## src/rtl/axis_hdr_insert_param_if.sv

```systemverilog
// Stream bundle for the header inserter: payload in, header in, realigned stream out.
interface axis_hdr_insert_param_if #(
  parameter int DATA_WD      = 32,
  parameter int DATA_BYTE_WD = DATA_WD/8,
  parameter int HDR_CNT_WD   = $clog2(DATA_BYTE_WD+1)
);
  logic                    valid_in;
  logic [DATA_WD-1:0]      data_in;
  logic [DATA_BYTE_WD-1:0] keep_in;
  logic                    last_in;
  logic                    ready_in;

  logic                    valid_out;
  logic [DATA_WD-1:0]      data_out;
  logic [DATA_BYTE_WD-1:0] keep_out;
  logic                    last_out;
  logic                    ready_out;

  logic                    valid_insert;
  logic [DATA_WD-1:0]      data_insert;
  logic [HDR_CNT_WD-1:0]   byte_insert_cnt;
  logic                    ready_insert;

  logic                    err_keep;

  modport slave (
    input  valid_in, data_in, keep_in, last_in, ready_out,
           valid_insert, data_insert, byte_insert_cnt,
    output ready_in, valid_out, data_out, keep_out, last_out, ready_insert, err_keep
  );

  modport master (
    output valid_in, data_in, keep_in, last_in, ready_out,
           valid_insert, data_insert, byte_insert_cnt,
    input  ready_in, valid_out, data_out, keep_out, last_out, ready_insert, err_keep
  );
endinterface

```

## src/rtl/axis_hdr_insert_param.sv

```systemverilog
// Prepends a 0..DATA_BYTE_WD byte header to each AXI-Stream packet, realigning the payload
// through a byte carry register; registered output with an extra tail beat on overflow.
module axis_hdr_insert_param #(
  parameter int DATA_WD      = 32,
  parameter int DATA_BYTE_WD = DATA_WD/8,
  parameter int HDR_CNT_WD   = $clog2(DATA_BYTE_WD+1)
) (
  input  logic                    clk,
  input  logic                    rst,
  axis_hdr_insert_param_if.slave  bus
);
  localparam int B = DATA_BYTE_WD;

  typedef enum logic [1:0] {IDLE, STREAM, TAIL} state_t;

  state_t                state_q, state_d;
  logic [DATA_WD-1:0]    carry_q, carry_d;
  logic [DATA_WD-1:0]    data_q, data_d, data_raw;
  logic [B-1:0]          keep_q, keep_d;
  logic                  valid_q, valid_d;
  logic                  last_q, last_d;
  logic                  err_q, err_d;
  logic [HDR_CNT_WD-1:0] hb_q, hb_d;
  logic [HDR_CNT_WD-1:0] tcnt_q, tcnt_d;

  logic                  adv, hdr_hs, pay_hs, bad_keep;
  logic [HDR_CNT_WD-1:0] hb_in, n_in;
  logic [HDR_CNT_WD:0]   tot;
  logic [B-1:0]          keep_n;
  logic [DATA_WD-1:0]    kx_pay, kx_out, pay_m, beat, tail;
  logic [2*DATA_WD-1:0]  cat_sh;

  function automatic logic [B-1:0] msb_ones(input int k);
    logic [B-1:0] m;
    m = '0;
    for (int i = 0; i < B; i++) m[B-1-i] = (i < k);
    return m;
  endfunction

  // Valid byte count is the run of ones from the MSB; anything after it is ignored.
  always_comb begin
    logic run;
    run  = 1'b1;
    n_in = '0;
    for (int i = B-1; i >= 0; i--) begin
      run  = run & bus.keep_in[i];
      n_in = n_in + HDR_CNT_WD'(run);
    end
  end

  assign keep_n   = msb_ones(int'(n_in));
  assign bad_keep = (bus.keep_in != keep_n) || (!bus.last_in && (keep_n != '1));
  assign hb_in    = (bus.byte_insert_cnt > HDR_CNT_WD'(B)) ? HDR_CNT_WD'(B) : bus.byte_insert_cnt;

  for (genvar l = 0; l < B; l++) begin : g_lane
    assign kx_pay[8*l +: 8] = {8{keep_n[l]}};
    assign kx_out[8*l +: 8] = {8{keep_d[l]}};
  end

  // Carry holds its HB live bytes in the low lanes; shifting by the unused lane count
  // drops stale upper bytes and lines the carry up in front of the payload.
  assign pay_m  = bus.data_in & kx_pay;
  assign cat_sh = {carry_q, pay_m} << (8*(B - int'(hb_q)));
  assign beat   = cat_sh[2*DATA_WD-1 -: DATA_WD];
  assign tail   = carry_q << (8*(B - int'(hb_q)));
  assign tot    = {1'b0, hb_q} + {1'b0, n_in};

  assign adv    = !valid_q || bus.ready_out;
  assign hdr_hs = bus.valid_insert && (state_q == IDLE);
  assign pay_hs = bus.valid_in && (state_q == STREAM) && adv;

  always_comb begin
    state_d  = state_q;
    carry_d  = carry_q;
    hb_d     = hb_q;
    tcnt_d   = tcnt_q;
    valid_d  = valid_q;
    data_raw = data_q;
    keep_d   = keep_q;
    last_d   = last_q;
    err_d    = err_q | (pay_hs & bad_keep);
    if (adv) begin
      valid_d  = 1'b0;
      data_raw = '0;
      keep_d   = '0;
      last_d   = 1'b0;
    end
    case (state_q)
      IDLE: begin
        if (hdr_hs) begin
          hb_d    = hb_in;
          carry_d = bus.data_insert;
          state_d = STREAM;
        end
      end
      STREAM: begin
        if (pay_hs) begin
          valid_d  = 1'b1;
          data_raw = beat;
          carry_d  = pay_m;
          keep_d   = '1;
          last_d   = 1'b0;
          if (bus.last_in) begin
            if (tot <= (HDR_CNT_WD+1)'(B)) begin
              keep_d  = msb_ones(int'(tot));
              last_d  = 1'b1;
              state_d = IDLE;
            end else begin
              tcnt_d  = HDR_CNT_WD'(tot - (HDR_CNT_WD+1)'(B));
              state_d = TAIL;
            end
          end
        end
      end
      TAIL: begin
        if (adv) begin
          valid_d  = 1'b1;
          data_raw = tail;
          keep_d   = msb_ones(int'(tcnt_q));
          last_d   = 1'b1;
          state_d  = IDLE;
        end
      end
      default: state_d = IDLE;
    endcase
  end

  assign data_d = data_raw & kx_out;

  always_ff @(posedge clk or posedge rst) begin
    if (rst) begin
      state_q <= IDLE;
      carry_q <= '0;
      hb_q    <= '0;
      tcnt_q  <= '0;
      valid_q <= 1'b0;
      data_q  <= '0;
      keep_q  <= '0;
      last_q  <= 1'b0;
      err_q   <= 1'b0;
    end else begin
      state_q <= state_d;
      carry_q <= carry_d;
      hb_q    <= hb_d;
      tcnt_q  <= tcnt_d;
      valid_q <= valid_d;
      data_q  <= data_d;
      keep_q  <= keep_d;
      last_q  <= last_d;
      err_q   <= err_d;
    end
  end

  assign bus.ready_in     = (state_q == STREAM) && adv;
  assign bus.ready_insert = (state_q == IDLE);
  assign bus.valid_out    = valid_q;
  assign bus.data_out     = data_q;
  assign bus.keep_out     = keep_q;
  assign bus.last_out     = last_q;
  assign bus.err_keep     = err_q;
endmodule
```

## src/flat_wrapper.sv

```systemverilog
// flat-port wrapper written by rule: the top's interface ports become plain ports
module axis_hdr_insert_param_flat 
#(
  parameter int DATA_WD      = 32,
  parameter int DATA_BYTE_WD = DATA_WD/8,
  parameter int HDR_CNT_WD   = $clog2(DATA_BYTE_WD+1)
)
  (clk, rst, bus_valid_in, bus_data_in, bus_keep_in, bus_last_in, bus_ready_out, bus_valid_insert, bus_data_insert, bus_byte_insert_cnt, bus_ready_in, bus_valid_out, bus_data_out, bus_keep_out, bus_last_out, bus_ready_insert, bus_err_keep);
  axis_hdr_insert_param_if #(.DATA_WD(DATA_WD), .DATA_BYTE_WD(DATA_BYTE_WD), .HDR_CNT_WD(HDR_CNT_WD)) bus_i ();
  input  logic clk;
  input  logic rst;
  input wire logic [$bits(bus_i.valid_in)-1:0] bus_valid_in;
  input wire logic [$bits(bus_i.data_in)-1:0] bus_data_in;
  input wire logic [$bits(bus_i.keep_in)-1:0] bus_keep_in;
  input wire logic [$bits(bus_i.last_in)-1:0] bus_last_in;
  input wire logic [$bits(bus_i.ready_out)-1:0] bus_ready_out;
  input wire logic [$bits(bus_i.valid_insert)-1:0] bus_valid_insert;
  input wire logic [$bits(bus_i.data_insert)-1:0] bus_data_insert;
  input wire logic [$bits(bus_i.byte_insert_cnt)-1:0] bus_byte_insert_cnt;
  output wire logic [$bits(bus_i.ready_in)-1:0] bus_ready_in;
  output wire logic [$bits(bus_i.valid_out)-1:0] bus_valid_out;
  output wire logic [$bits(bus_i.data_out)-1:0] bus_data_out;
  output wire logic [$bits(bus_i.keep_out)-1:0] bus_keep_out;
  output wire logic [$bits(bus_i.last_out)-1:0] bus_last_out;
  output wire logic [$bits(bus_i.ready_insert)-1:0] bus_ready_insert;
  output wire logic [$bits(bus_i.err_keep)-1:0] bus_err_keep;
  assign bus_i.valid_in = bus_valid_in;
  assign bus_i.data_in = bus_data_in;
  assign bus_i.keep_in = bus_keep_in;
  assign bus_i.last_in = bus_last_in;
  assign bus_i.ready_out = bus_ready_out;
  assign bus_i.valid_insert = bus_valid_insert;
  assign bus_i.data_insert = bus_data_insert;
  assign bus_i.byte_insert_cnt = bus_byte_insert_cnt;
  assign bus_ready_in = bus_i.ready_in;
  assign bus_valid_out = bus_i.valid_out;
  assign bus_data_out = bus_i.data_out;
  assign bus_keep_out = bus_i.keep_out;
  assign bus_last_out = bus_i.last_out;
  assign bus_ready_insert = bus_i.ready_insert;
  assign bus_err_keep = bus_i.err_keep;
  axis_hdr_insert_param #(.DATA_WD(DATA_WD), .DATA_BYTE_WD(DATA_BYTE_WD), .HDR_CNT_WD(HDR_CNT_WD)) u_core (.clk(clk), .rst(rst), .bus(bus_i));
endmodule
```

## config.mk

```make
export PLATFORM = sky130hd
export DESIGN_NAME = axis_hdr_insert_param_flat
export DESIGN_NICKNAME = d
export VERILOG_FILES = /design/src/rtl/axis_hdr_insert_param_if.sv /design/src/rtl/axis_hdr_insert_param.sv /design/src/flat_wrapper.sv
export SDC_FILE = /design/constraint.sdc
export NUM_CORES = 1
export LEC_CHECK = 0
export BUFFER_PORTS_ARGS = -buffer_cell sky130_fd_sc_hd__buf_2
export CORE_ASPECT_RATIO = 1.1
export CORE_MARGIN = 5
export CORE_UTILIZATION = 48
export DETAILED_ROUTE_END_ITERATION = 8
export MAX_ROUTING_LAYER = met4
export PLACE_DENSITY = 0.74
export SYNTH_ARGS = -nofsm -noshare
export SYNTH_HDL_FRONTEND = slang
export SYNTH_SLANG_ARGS = --single-unit
```

## constraint.sdc

```tcl
create_clock -name clk -period 3.8 [get_ports clk]
set_input_delay 0.38 -clock clk [delete_from_list [all_inputs] [get_ports clk]]
set_output_delay 0.38 -clock clk [all_outputs]
set_load 0.02 [all_outputs]
```

==> out/summary.txt, run 1 <==
Area growth syn-to-layout = 14.4%
Global route total overflow = 0
Vias = 6820
LEAKAGE = 0.00307 uW
Startpoint types = input pin
Seq pwr share = 21.5%
Worst-Margin Slew = 1.01 ns
Pin count of the biggest net entering global routing = 80
Worst Setup End Kind = register
CTS sink cnt = 79
Post-synthesis async set-or-reset flop share = 100%
Post-DRT Antenna Nets = 0
Multiplexer area fraction after synthesis = 5.02%
TNS Setup = 0 ns
RSZ-0062 raised after global routing = false
Die area = 15600 um^2
Synth Warn # = 0
Synth Flop Type = dfrtp_1
Crit-path max FO = 9
Post-CTS Resized = 0
Pwr Total = 6520 uW
Clock root buffer = clkbuf_16
Highest routing layer actually used = met4
Routed vias/inst = 6.66
First-pass GRT wire length = 35.8 mm
Slowest library cell on the worst path = a2111oi_2
Final Max Slew Viols = 0
Post-synthesis simple-gate area fraction = 21.3%
WL met3 = 1.96 mm
Initial antenna violation count = 0
Post-CTS setup buffers = 0
Adder-cell share of the synthesized area = 2.41%
Row cnt = 44
MaxCap Viol Count = 0
GR Util All Layers = 30.4%
P_int = 2960 uW
Worst endpoint required time = 4.01 ns
Fin. Hold Viols = 0
Post-CTS Hold Fix Bufs = 0
H-tree Lvls = 3
Psw = 3560 uW
Hold WC Path Type = input pin to register
CP dominant cell by count = fa_1
Chip height = 130 um
Worst slew margin = 32.4%
Vias in the first global route = 6086
Chip width = 119 um
Syn Area/Cell = 8.04 um^2
Drt wl/cell = 22.5 um
Buffers on Ports = 117
Area fraction in compound gates after synthesis = 32.7%
Worst r2r path cells = 7
Hold path cells = 3
Diode count = 0
DRT Pass-1 Iters = 6
CTS tree = built
Distinct cell type count of the synthesized netlist = 68
Post-Syn Area = 6330 um^2
Cells after Synth = 787
Number of DRC markers in iteration 0 = 821
Xor and xnor fraction of the mapped netlist area = 1.13%
Metal-1 WL = 10.6 mm
Post-Syn Nets = 875
Seq/Total Area, Yosys = 31.2%
Power share of the combinational group = 66.2%
Design area = 7240 um^2
Initial Util = 48.5%
Clock Skews = 0.00296 ns
Fillers = 1237
Max VDD drop = 0.426 mV
Most frequent cells in the layout = buf_2, nand2_1, dfrtp_1, a21oi_1, o21ai_0
Layout net count = 946
EDFF count, synth = 0
Fin crit share = 90.3%
Core area = 13000 um^2
Yosys reg bits = 79
Net Sw Frac = 54.6%
CTS buffer count = 9
Clk pin slew, worst setup/hold paths = 0.06 ns
Clock network power share = 12.3%
Post-Route WL = 23.1 mm
Hpwl dp = 17.5 mm
Largest family of logic cells by synthesized area = compound AO/OA/AOI/OAI gates
Drc violations = 0
Post-route core utilization = 55.5%
Final setup violation count = 0
Power Dens Cells = 900 nW/um^2
Crit path largest cell delay = 0.57 ns
Max Buffers Root-to-Sink = 2
CP cell instances = buf_2 > and2_1 > nand3_1 > fa_1 > inv_1 > ha_1 > fa_1 > xor2_1 > a2111oi_2 > a21oi_1 > o22ai_2 > nor3_1
Commonest non-fill, non-tap cell in the layout = buf_2
WL met2 = 9.73 mm
Layout cells sized above 1 = 22.0%
Status = completed
Final GP Congestion = 1.01
Ports = 118
Skew-Pair Late Insertion Delay = 0.35 ns
Critical path class = input pin to register
Placement Cell Area = 6970 um^2
CP arrival = 3.64 ns
Tmin final = 3.43 ns
Fmax = 291 MHz
[through the flow]
step / instances / hold WS, ns / worst slack, ns
after global placement: 1008 / 0.472 / 0.122
after floorplan: 787 / 0.442 / 0.0202
after detailed placement: 1008 / 0.479 / 0.0599
after CTS: 1024 / 0.275 / 0.424
after global routing: 1024 / 0.291 / 0.172
final: 1024 / 0.280 / 0.368
[registers in the layout, indices dropped and copies added (netlist names)]
name	cells
u_core.bus.data_out	32
u_core.carry_q	32
u_core.bus.keep_out	4
u_core.hb_q	3
u_core.tcnt_q	3
u_core.state_q	2
u_core.bus.err_keep	1
u_core.bus.last_out	1
u_core.bus.valid_out	1
[final cells by class]
class	instances	area, um^2	area share, %
multi-input combinational	613	3990	55.1
inverter	17	63.8	0.881
timing repair buffer	138	743	10.3
tap	161	201	2.78
clock inverter	3	18.8	0.259
clock buffer	13	250	3.46
sequential	79	1980	27.3
[path summary, 6_finish.rpt]
check,from,end,slack (ns)
max reg2reg,u_core.hb_q[0],u_core.bus.data_out[20],0.45
min in group asynchronous,rst,u_core.bus.valid_out,0.33
max,bus_keep_in[3],u_core.bus.data_out[19],0.37
max in group asynchronous,rst,u_core.carry_q[12],2.79
min reg2reg,u_core.bus.err_keep,u_core.bus.err_keep,0.48
min,bus_byte_insert_cnt[1],u_core.hb_q[1],0.28
[kinds of logic (layout without fill, tap and decap cells)]
family	count (synthesis)	after routing
AOI/OAI and AO/OA	311	311
and+or+nand+nor	255	255
buffers and inverters	95	171
DFF	79	79
muxes	30	30
adders and majority gates	11	11
xor gates and xnor gates	6	6
[cell usage after synthesis (all sizes together), types with 16 or more instances]
library cell	count	area, um^2
nand2	84	315
dfrtp	79	1980
a21oi	73	365
o21ai	70	354
clkbuf	48	180
nand3	47	235
a31oi	42	263
nor2b	35	219
a221oi	31	272
buf	30	151
nor3	19	100
mux2i	16	160
[power by group through the flow]
| stage | clock (uW) | sequential, uW | combinational, uW |
|---|---|---|---|
| floorplan | 0 | 1330 | 3110 |
| global placement | 0 | 1390 | 4190 |
| detailed placement | 0 | 1400 | 4200 |
| CTS | 813 | 1380 | 4210 |
| global route | 848 | 1420 | 4720 |
| finish | 804 | 1400 | 4310 |
[worst max-delay path: cells and delay by family]
family | cells | cell delay [ns]
AO/OA/AOI/OAI | 3 | 1.28
buffers and inverters | 2 | 0.15
XOR/XNOR | 1 | 0.19
AND/OR/NAND/NOR | 3 | 0.45
adder cells (fa/ha/maj) | 3 | 1.17
[layer usage]
metal / global-route usage, % / up-vias
met3: 5.81 / 53
met4: 11.2 / 0
met1: 44.6 / 3228
li1: - / 3164
met5: - / -
met2: 41.6 / 375
No activity file was read; power rests on OpenSTA's default activity.
==> inputs of run 2 (changes only) <==
--- a/config.mk
+++ b/config.mk
@@ -5,13 +5,15 @@
 export SDC_FILE = /design/constraint.sdc
 export NUM_CORES = 1
 export LEC_CHECK = 0
+export ABC_AREA = 1
 export BUFFER_PORTS_ARGS = -buffer_cell sky130_fd_sc_hd__buf_2
 export CORE_ASPECT_RATIO = 1.1
 export CORE_MARGIN = 5
 export CORE_UTILIZATION = 48
 export DETAILED_ROUTE_END_ITERATION = 8
 export MAX_ROUTING_LAYER = met4
-export PLACE_DENSITY = 0.74
+export PLACE_DENSITY = 0.73
+export SETUP_SLACK_MARGIN = 0.02
 export SYNTH_ARGS = -nofsm -noshare
 export SYNTH_HDL_FRONTEND = slang
 export SYNTH_SLANG_ARGS = --single-unit
==> run 2 against run 1 <==
Largest cell class unchanged. Final area up 5.5%. Critical endpoint is now u_core.bus.data_out[26]. Global-route usage down 2.2 points. Sequential share of layout area down 1.4 points. Die area up 5.1%. Fmax up 16%.
==> out/summary.txt, run 2 <==
Chip width = 123 um (+2.5%)
LEAKAGE = 0.00371 uW (+21%)
CTS buffer count = 9 (unchanged)
Clock root buffer = clkbuf_16
Core area = 13700 um^2 (+5.3%)
Drc violations = 0 (unchanged)
Die area = 16400 um^2 (+5.1%)
Layout cells sized above 1 = 14.5% (-7.5 points)
Post-CTS Resized = 0 (unchanged)
Power Dens Cells = 1080 nW/um^2 (+20%)
Seq/Total Area, Yosys = 29.6% (-1.7 points)
Busiest grt layer = met1
Post-CTS setup buffers = 0 (unchanged)
Worst-Margin Slew = 0.837 ns (-0.178 ns)
Diode count = 0 (unchanged)
Pin count of the biggest net entering global routing = 72 (-10%)
Syn Area/Cell = 6.15 um^2 (-23%)
Final GP Congestion = 0.966 (-4.3%)
Global route total overflow = 0 (unchanged)
Crit-path max FO = 39 (+30)
Critical R2R Launch = u_core.hb_q[0]
Most common library cells after synthesis = nand2_1, nand3_1, o21ai_0, dfrtp_1, inv_1
Vias in the first global route = 6838 (+12%)
H-tree Lvls = 3 (unchanged)
Worst endpoint required time = 4.03 ns (+0.02 ns)
Worst Setup End Kind = register
RSZ-0062 raised after global routing = false
Layout net count = 1243 (+31%)
Routed vias/inst = 5.74 (-14%)
EDFF count, synth = 0 (unchanged)
Final Instance Count excl. Fillers = 1348 (+32%)
GR Util All Layers = 28.2% (-2.2 points)
Initial antenna violation count = 0 (unchanged)
Cells after Synth = 1086 (+38%)
Most frequent cells in the layout = nand2_1, nand3_1, o21ai_0, buf_2, dfrtp_1
Fin. Hold Viols = 0 (unchanged)
Post-Syn Nets = 1174 (+34%)
Top-area cell type share of the netlist area = 29.6% (-1.7 points)
CP arrival = 3.18 ns (-0.46 ns)
Inst Count DP = 1332 (+32%)
Critical path class = register to register
Hold WC Path Type = input pin to asynchronous set/reset pin
CTS tree = built
Area growth syn-to-layout = 14.3% (about the same)
Post-Route WL = 22.3 mm (-3.4%)
Synth Warn # = 0 (unchanged)
Final Max Slew Viols = 0 (unchanged)
Drt wl/cell = 16.5 um (-27%)
Yosys top cell by area = dfrtp_1
Clock Skews = 0.00492 ns (+0.00196 ns)
Yosys reg bits = 79 (unchanged)
Vias = 7736 (+13%)
Skew-Pair Late Insertion Delay = 0.35 ns (about the same)
MaxCap Viol Count = 0 (unchanged)
Startpoint types = register
M3 GR Usage = 4.50% (-1.3 points)
Max VDD drop = 0.490 mV (+15%)
Chip height = 134 um (+2.5%)
Initial Util = 48.6% (+0.14 points)
Clk pin slew, worst setup/hold paths = 0.06 ns (about the same)
Synth Flop Type = dfrtp_1
DRT Pass-1 Iters = 6 (unchanged)
Met1 Track Usage GR = 43.7% (-0.91 points)
Post-synthesis async set-or-reset flop share = 100% (unchanged)
Commonest non-fill, non-tap cell in the layout = nand2_1
Post-CTS Hold Fix Bufs = 0 (unchanged)
Fillers = 1454 (+18%)
Crit path launch = u_core.hb_q[0]
Post-DRT Antenna Nets = 0 (unchanged)
Buffers on Ports = 117 (unchanged)
First-pass GRT wire length = 35.9 mm (+0.54%)
CTS sink cnt = 79 (unchanged)
Fmax = 339 MHz (+16%)
Top-count cell post-synth = nand2_1
Pwr Total = 8240 uW (+26%)
Hpwl dp = 16.4 mm (-6.0%)
Status = completed
Tmin final = 2.95 ns (-0.483 ns)
Worst slew margin = 44.2% (+12 points)
Row cnt = 45 (+2.3%)
Met2 usage = 37.1% (-4.5 points)
Max Buffers Root-to-Sink = 2 (unchanged)
Area contributors post-synth = dfrtp_1, nand2_1, nand3_1, o21ai_0, o211ai_1
Ports = 118 (unchanged)
Final setup violation count = 0 (unchanged)
Post-Syn Area = 6680 um^2 (+5.6%)
Distinct cell type count of the synthesized netlist = 37 (-46%)
Number of DRC markers in iteration 0 = 1039 (+27%)
Fin crit share = 77.6% (-13 points)
TNS Setup = 0 ns (unchanged)
[run 2: logic make-up after synthesis]
group | count (synthesis) | share of synthesized area (%)
and+or+nand+nor | 604 | 38.5
buffers and inverters | 155 | 9.01
AOI/OAI and AO/OA | 232 | 19.8
DFF | 79 | 29.6
adders and majority gates | 11 | 2.28
muxes | 1 | 0.168
xor gates and xnor gates | 4 | 0.637
[run 2: path summary, 6_finish.rpt]
kind                            slack [ns]                       to  depth (start not counted)
worst max register to register        0.85  u_core.bus.data_out[26]                          9
worst min-delay path                  0.16      u_core.bus.last_out                          2
worst max-delay path                  0.85  u_core.bus.data_out[26]                          9
worst min register to register        0.47      u_core.bus.err_keep                          1
max in group asynchronous             2.70           u_core.hb_q[0]                          3
min in group clk                      0.27           u_core.hb_q[1]                          3
[run 2: worst max-delay path, cell delays in order, from the launching register on]
cell and delay [ns]:
dfrtp_2 0.53, clkinv_1 0.10, buf_4 0.23, ha_2 0.69, inv_1 0.31, buf_4 0.33
nand3_1 0.15, nand3_1 0.11, a21oi_1 0.26, nor2_1 0.08
[run 2: layout make-up]
type	count	area (um^2)	area share, %
Clock buffer	13	260	3.41
Clock inverter	3	17.5	0.229
Inverter	75	283	3.70
Multi-Input combinational cell	852	4120	54.0
Sequential cell	79	1980	25.9
Tap cell	188	235	3.08
Timing Repair Buffer	138	743	9.73
[run 2: stage by stage]
| stage | setup WS (ns) | utilization (%) | instance area, um^2 | hold WS [ns] |
|---|---|---|---|---|
| after detailed placement | 0.562 | 53.6 | 7360 | 0.463 |
| final | 0.850 | 55.6 | 7640 | 0.161 |
| after CTS | 0.939 | 55.6 | 7640 | 0.192 |
| after floorplan | 0.905 | - | 6680 | 0.453 |
| after global routing | 0.598 | 55.6 | 7640 | 0.237 |
| after global placement | 0.622 | 53.6 | 7360 | 0.458 |
[run 2: power by group]
part / switching (uW) / internal [uW] / total [uW]
clock network: 352 / 477 / 828
registers: 300 / 1240 / 1540
logic: 4090 / 1780 / 5870
total: 4740 / 3500 / 8240
[run 2: layer usage]
layer,share of wire (%),vias up
met5,0,-
met4,2.3,0
met3,9.6,38
met2,41,406
met1,47,3509
li1,-,3783
==> inputs of run 3 (changes only) <==
--- a/config.mk
+++ b/config.mk
@@ -5,14 +5,14 @@
 export SDC_FILE = /design/constraint.sdc
 export NUM_CORES = 1
 export LEC_CHECK = 0
-export ABC_AREA = 1
+export ABC_AREA = 0
 export BUFFER_PORTS_ARGS = -buffer_cell sky130_fd_sc_hd__buf_2
 export CORE_ASPECT_RATIO = 1.1
 export CORE_MARGIN = 5
 export CORE_UTILIZATION = 48
 export DETAILED_ROUTE_END_ITERATION = 8
 export MAX_ROUTING_LAYER = met4
-export PLACE_DENSITY = 0.73
+export PLACE_DENSITY = 0.74
 export SETUP_SLACK_MARGIN = 0.02
 export SYNTH_ARGS = -nofsm -noshare
 export SYNTH_HDL_FRONTEND = slang
==> constraint.sdc (replaced) <==
create_clock -name clk -period 2.85 [get_ports clk]
set_input_delay 0.285 -clock clk [delete_from_list [all_inputs] [get_ports clk]]
set_output_delay 0.285 -clock clk [all_outputs]
set_load 0.02 [all_outputs]
==> run 3 against run 2 <==
Sequential cell count is the same. Final cell count shrank 22%. Die area down 4.9%. Routed wire length up 5.3%. Combinational power is 4.9% higher. Via count shrank 10%. Sequential power is 21% higher. Sequential share of layout area is essentially flat. Worst hold slack got worse by 0.15 ns. Non-clock buffer count up 23. Critical path type is now input pin to register. Critical endpoint is now u_core.bus.data_out[12]. Largest cell class unchanged.
==> out/summary.txt, run 3 (synthesized netlist as in run 1, its figures left out) <==
Critical path class = input pin to register
Buffers on Ports = 117 (unchanged)
Net Sw Frac = 52.7% (-4.8 points)
Final Max Slew Viols = 0 (unchanged)
Status = completed
R2r endpoint = u_core.bus.data_out[16]
Chip width = 119 um (-2.5%)
Post-Route WL = 23.5 mm (+5.3%)
Startpoint types = input pin
Post-CTS Resized = 0 (unchanged)
Power share of the combinational group = 66.4% (-4.8 points)
Final GP Congestion = 0.988 (+2.4%)
Layout cells sized above 1 = 25.7% (+11 points)
Seq pwr share = 20.0% (+1.3 points)
Most frequent cells in the layout = buf_2, nand2_1, dfrtp_1, a21oi_1, o21ai_0
Fin crit share = 93.0%
Vias = 6929 (-10%)
CP arrival = 2.87 ns (-0.31 ns)
Psw = 4890 uW (+3.3%)
Post-DRT Antenna Nets = 0 (unchanged)
Pwr Total = 9280 uW (+13%)
GR Util All Layers = 31.1% (+2.9 points)
Diode count = 0 (unchanged)
LEAKAGE = 0.00323 uW (-13%)
Post-route core utilization = 58.6% (+3.0 points)
CTS buffer count = 9 (unchanged)
Fmax = 377 MHz
Skew-Pair Late Insertion Delay = 0.35 ns (about the same)
Final setup violation count = 0 (unchanged)
Vias in the first global route = 6311 (-7.7%)
Tmin final = 2.65 ns
DRT Pass-1 Iters = 5 (-1)
Post-CTS Hold Fix Bufs = 0 (unchanged)
Max Buffers Root-to-Sink = 2 (unchanged)
Clock Skews = 0.00621 ns (+0.00129 ns)
Drc violations = 0 (unchanged)
H-tree Lvls = 3 (unchanged)
CTS tree = built
Hold WC Path Type = input pin to asynchronous set/reset pin
Initial antenna violation count = 0 (unchanged)
Post-CTS setup buffers = 0 (unchanged)
Clock network power share = 13.6% (+3.5 points)
Drt wl/cell = 22.4 um (+36%)
Pin count of the biggest net entering global routing = 65 (-9.7%)
Worst r2r path cells = 8 (-1)
Number of DRC markers in iteration 0 = 809 (-22%)
Critical R2R Launch = u_core.hb_q[0]
Fillers = 1212 (-17%)
Worst slew margin = 52.6% (+8.4 points)
Clk pin slew, worst setup/hold paths = 0.06 ns (about the same)
Max VDD drop = 0.682 mV (+39%)
Power Dens Cells = 1210 nW/um^2 (+13%)
Layout net count = 969 (-22%)
Routed vias/inst = 6.62 (+15%)
Hpwl dp = 18.0 mm (+9.7%)
RSZ-0062 raised after global routing = false
Register-to-register setup slack = 0.21 ns (-0.64 ns)
Crit-path max FO = 9 (-77%)
Chip height = 130 um (-2.5%)
Core area = 13000 um^2 (-5.0%)
First-pass GRT wire length = 36.5 mm (+1.6%)
Commonest non-fill, non-tap cell in the layout = buf_2
Clock root buffer = clkbuf_16
Worst endpoint required time = 3.07 ns (-0.96 ns)
Global route total overflow = 0 (unchanged)
Area growth syn-to-layout = 20.8%
Register area = 1980 um^2 (about the same)
CTS sink cnt = 79 (unchanged)
Worst Setup End Kind = register
P_int = 4390 uW (+25%)
Multi-input logic area = 4070 um^2 (-1.3%)
Worst-Margin Slew = 0.707 ns (-0.129 ns)
MaxCap Viol Count = 0 (unchanged)
Die area = 15600 um^2 (-4.9%)
Initial Util = 48.5% (-0.14 points)
Row cnt = 44 (-2.2%)
Ports = 118 (unchanged)
Fin. Hold Viols = 0 (unchanged)
-- run 3: power groups by stage --
| stage | logic (uW) | registers (uW) | clock network (uW) |
|---|---|---|---|
| after floorplan | 4220 | 1770 | 0 |
| after global placement | 5910 | 1850 | 0 |
| after detailed placement | 5960 | 1850 | 0 |
| after CTS | 5990 | 1830 | 1280 |
| after global routing | 6710 | 1880 | 1330 |
| final | 6160 | 1860 | 1260 |
-- run 3: area by class of cell --
type	count	area share, %
Sequential cell	79	25.9
Clock buffer	11	3.18
Multi-Input combinational cell	613	53.2
Tap cell	161	2.64
Clock inverter	5	1.06
Timing Repair Buffer	161	13.1
Inverter	17	0.884
-- run 3: metrics by stage --
step	hold WS [ns]	instance area, um^2	setup WS, ns	instances	setup TNS [ns]
6_report	0.0144	7640	0.200	1047	0
5_1_grt	0.0829	7640	0.0206	1047	0
4_1_cts	0.0371	7630	0.154	1047	0
3_3_place_gp	0.409	7310	-0.137	1031	-3.80
3_5_place_dp	0.411	7310	-0.194	1031	-5.83
2_1_floorplan	0.433	6430	-0.197	787	-5.13
-- run 3: worst max path at each step --
| stage | startpoint | end | slack, ns | depth (start not counted) |
|---|---|---|---|---|
| 6_report | bus_keep_in[2] | u_core.bus.data_out[12] | 0.20 | 13 |
| 5_1_grt | u_core.hb_q[0] | u_core.bus.data_out[16] | 0.02 | 8 |
| 4_1_cts | bus_keep_in[2] | u_core.bus.data_out[12] | 0.15 | 13 |
| 3_5_place_dp | bus_keep_in[2] | u_core.bus.data_out[15] | -0.19 | 13 |
| 3_3_place_gp | bus_keep_in[3] | u_core.bus.data_out[13] | -0.14 | 13 |
| 2_1_floorplan | bus_keep_in[2] | u_core.bus.data_out[13] | -0.20 | 14 |
-- run 3: per-layer routing --
| layer | up-vias | routed length [um] | GRT usage (%) |
|---|---|---|---|
| li1 | 3218 | - | - |
| met1 | 3276 | 10500 | 44.1 |
| met2 | 384 | 9880 | 43.1 |
| met3 | 51 | 2170 | 6.03 |
| met4 | 0 | 890 | 13.7 |
| met5 | - | 0 | - |
-- run 3: critical path, cell delays in order --
cell and delay (ns):
buf_2 0.10, and2_4 0.18, nand3_1 0.10, fa_1 0.52
inv_1 0.05, ha_2 0.18, fa_2 0.38, xor2_2 0.17
a2111oi_4 0.31, a21oi_1 0.15, o22ai_2 0.24, buf_12 0.15
nor3_1 0.05
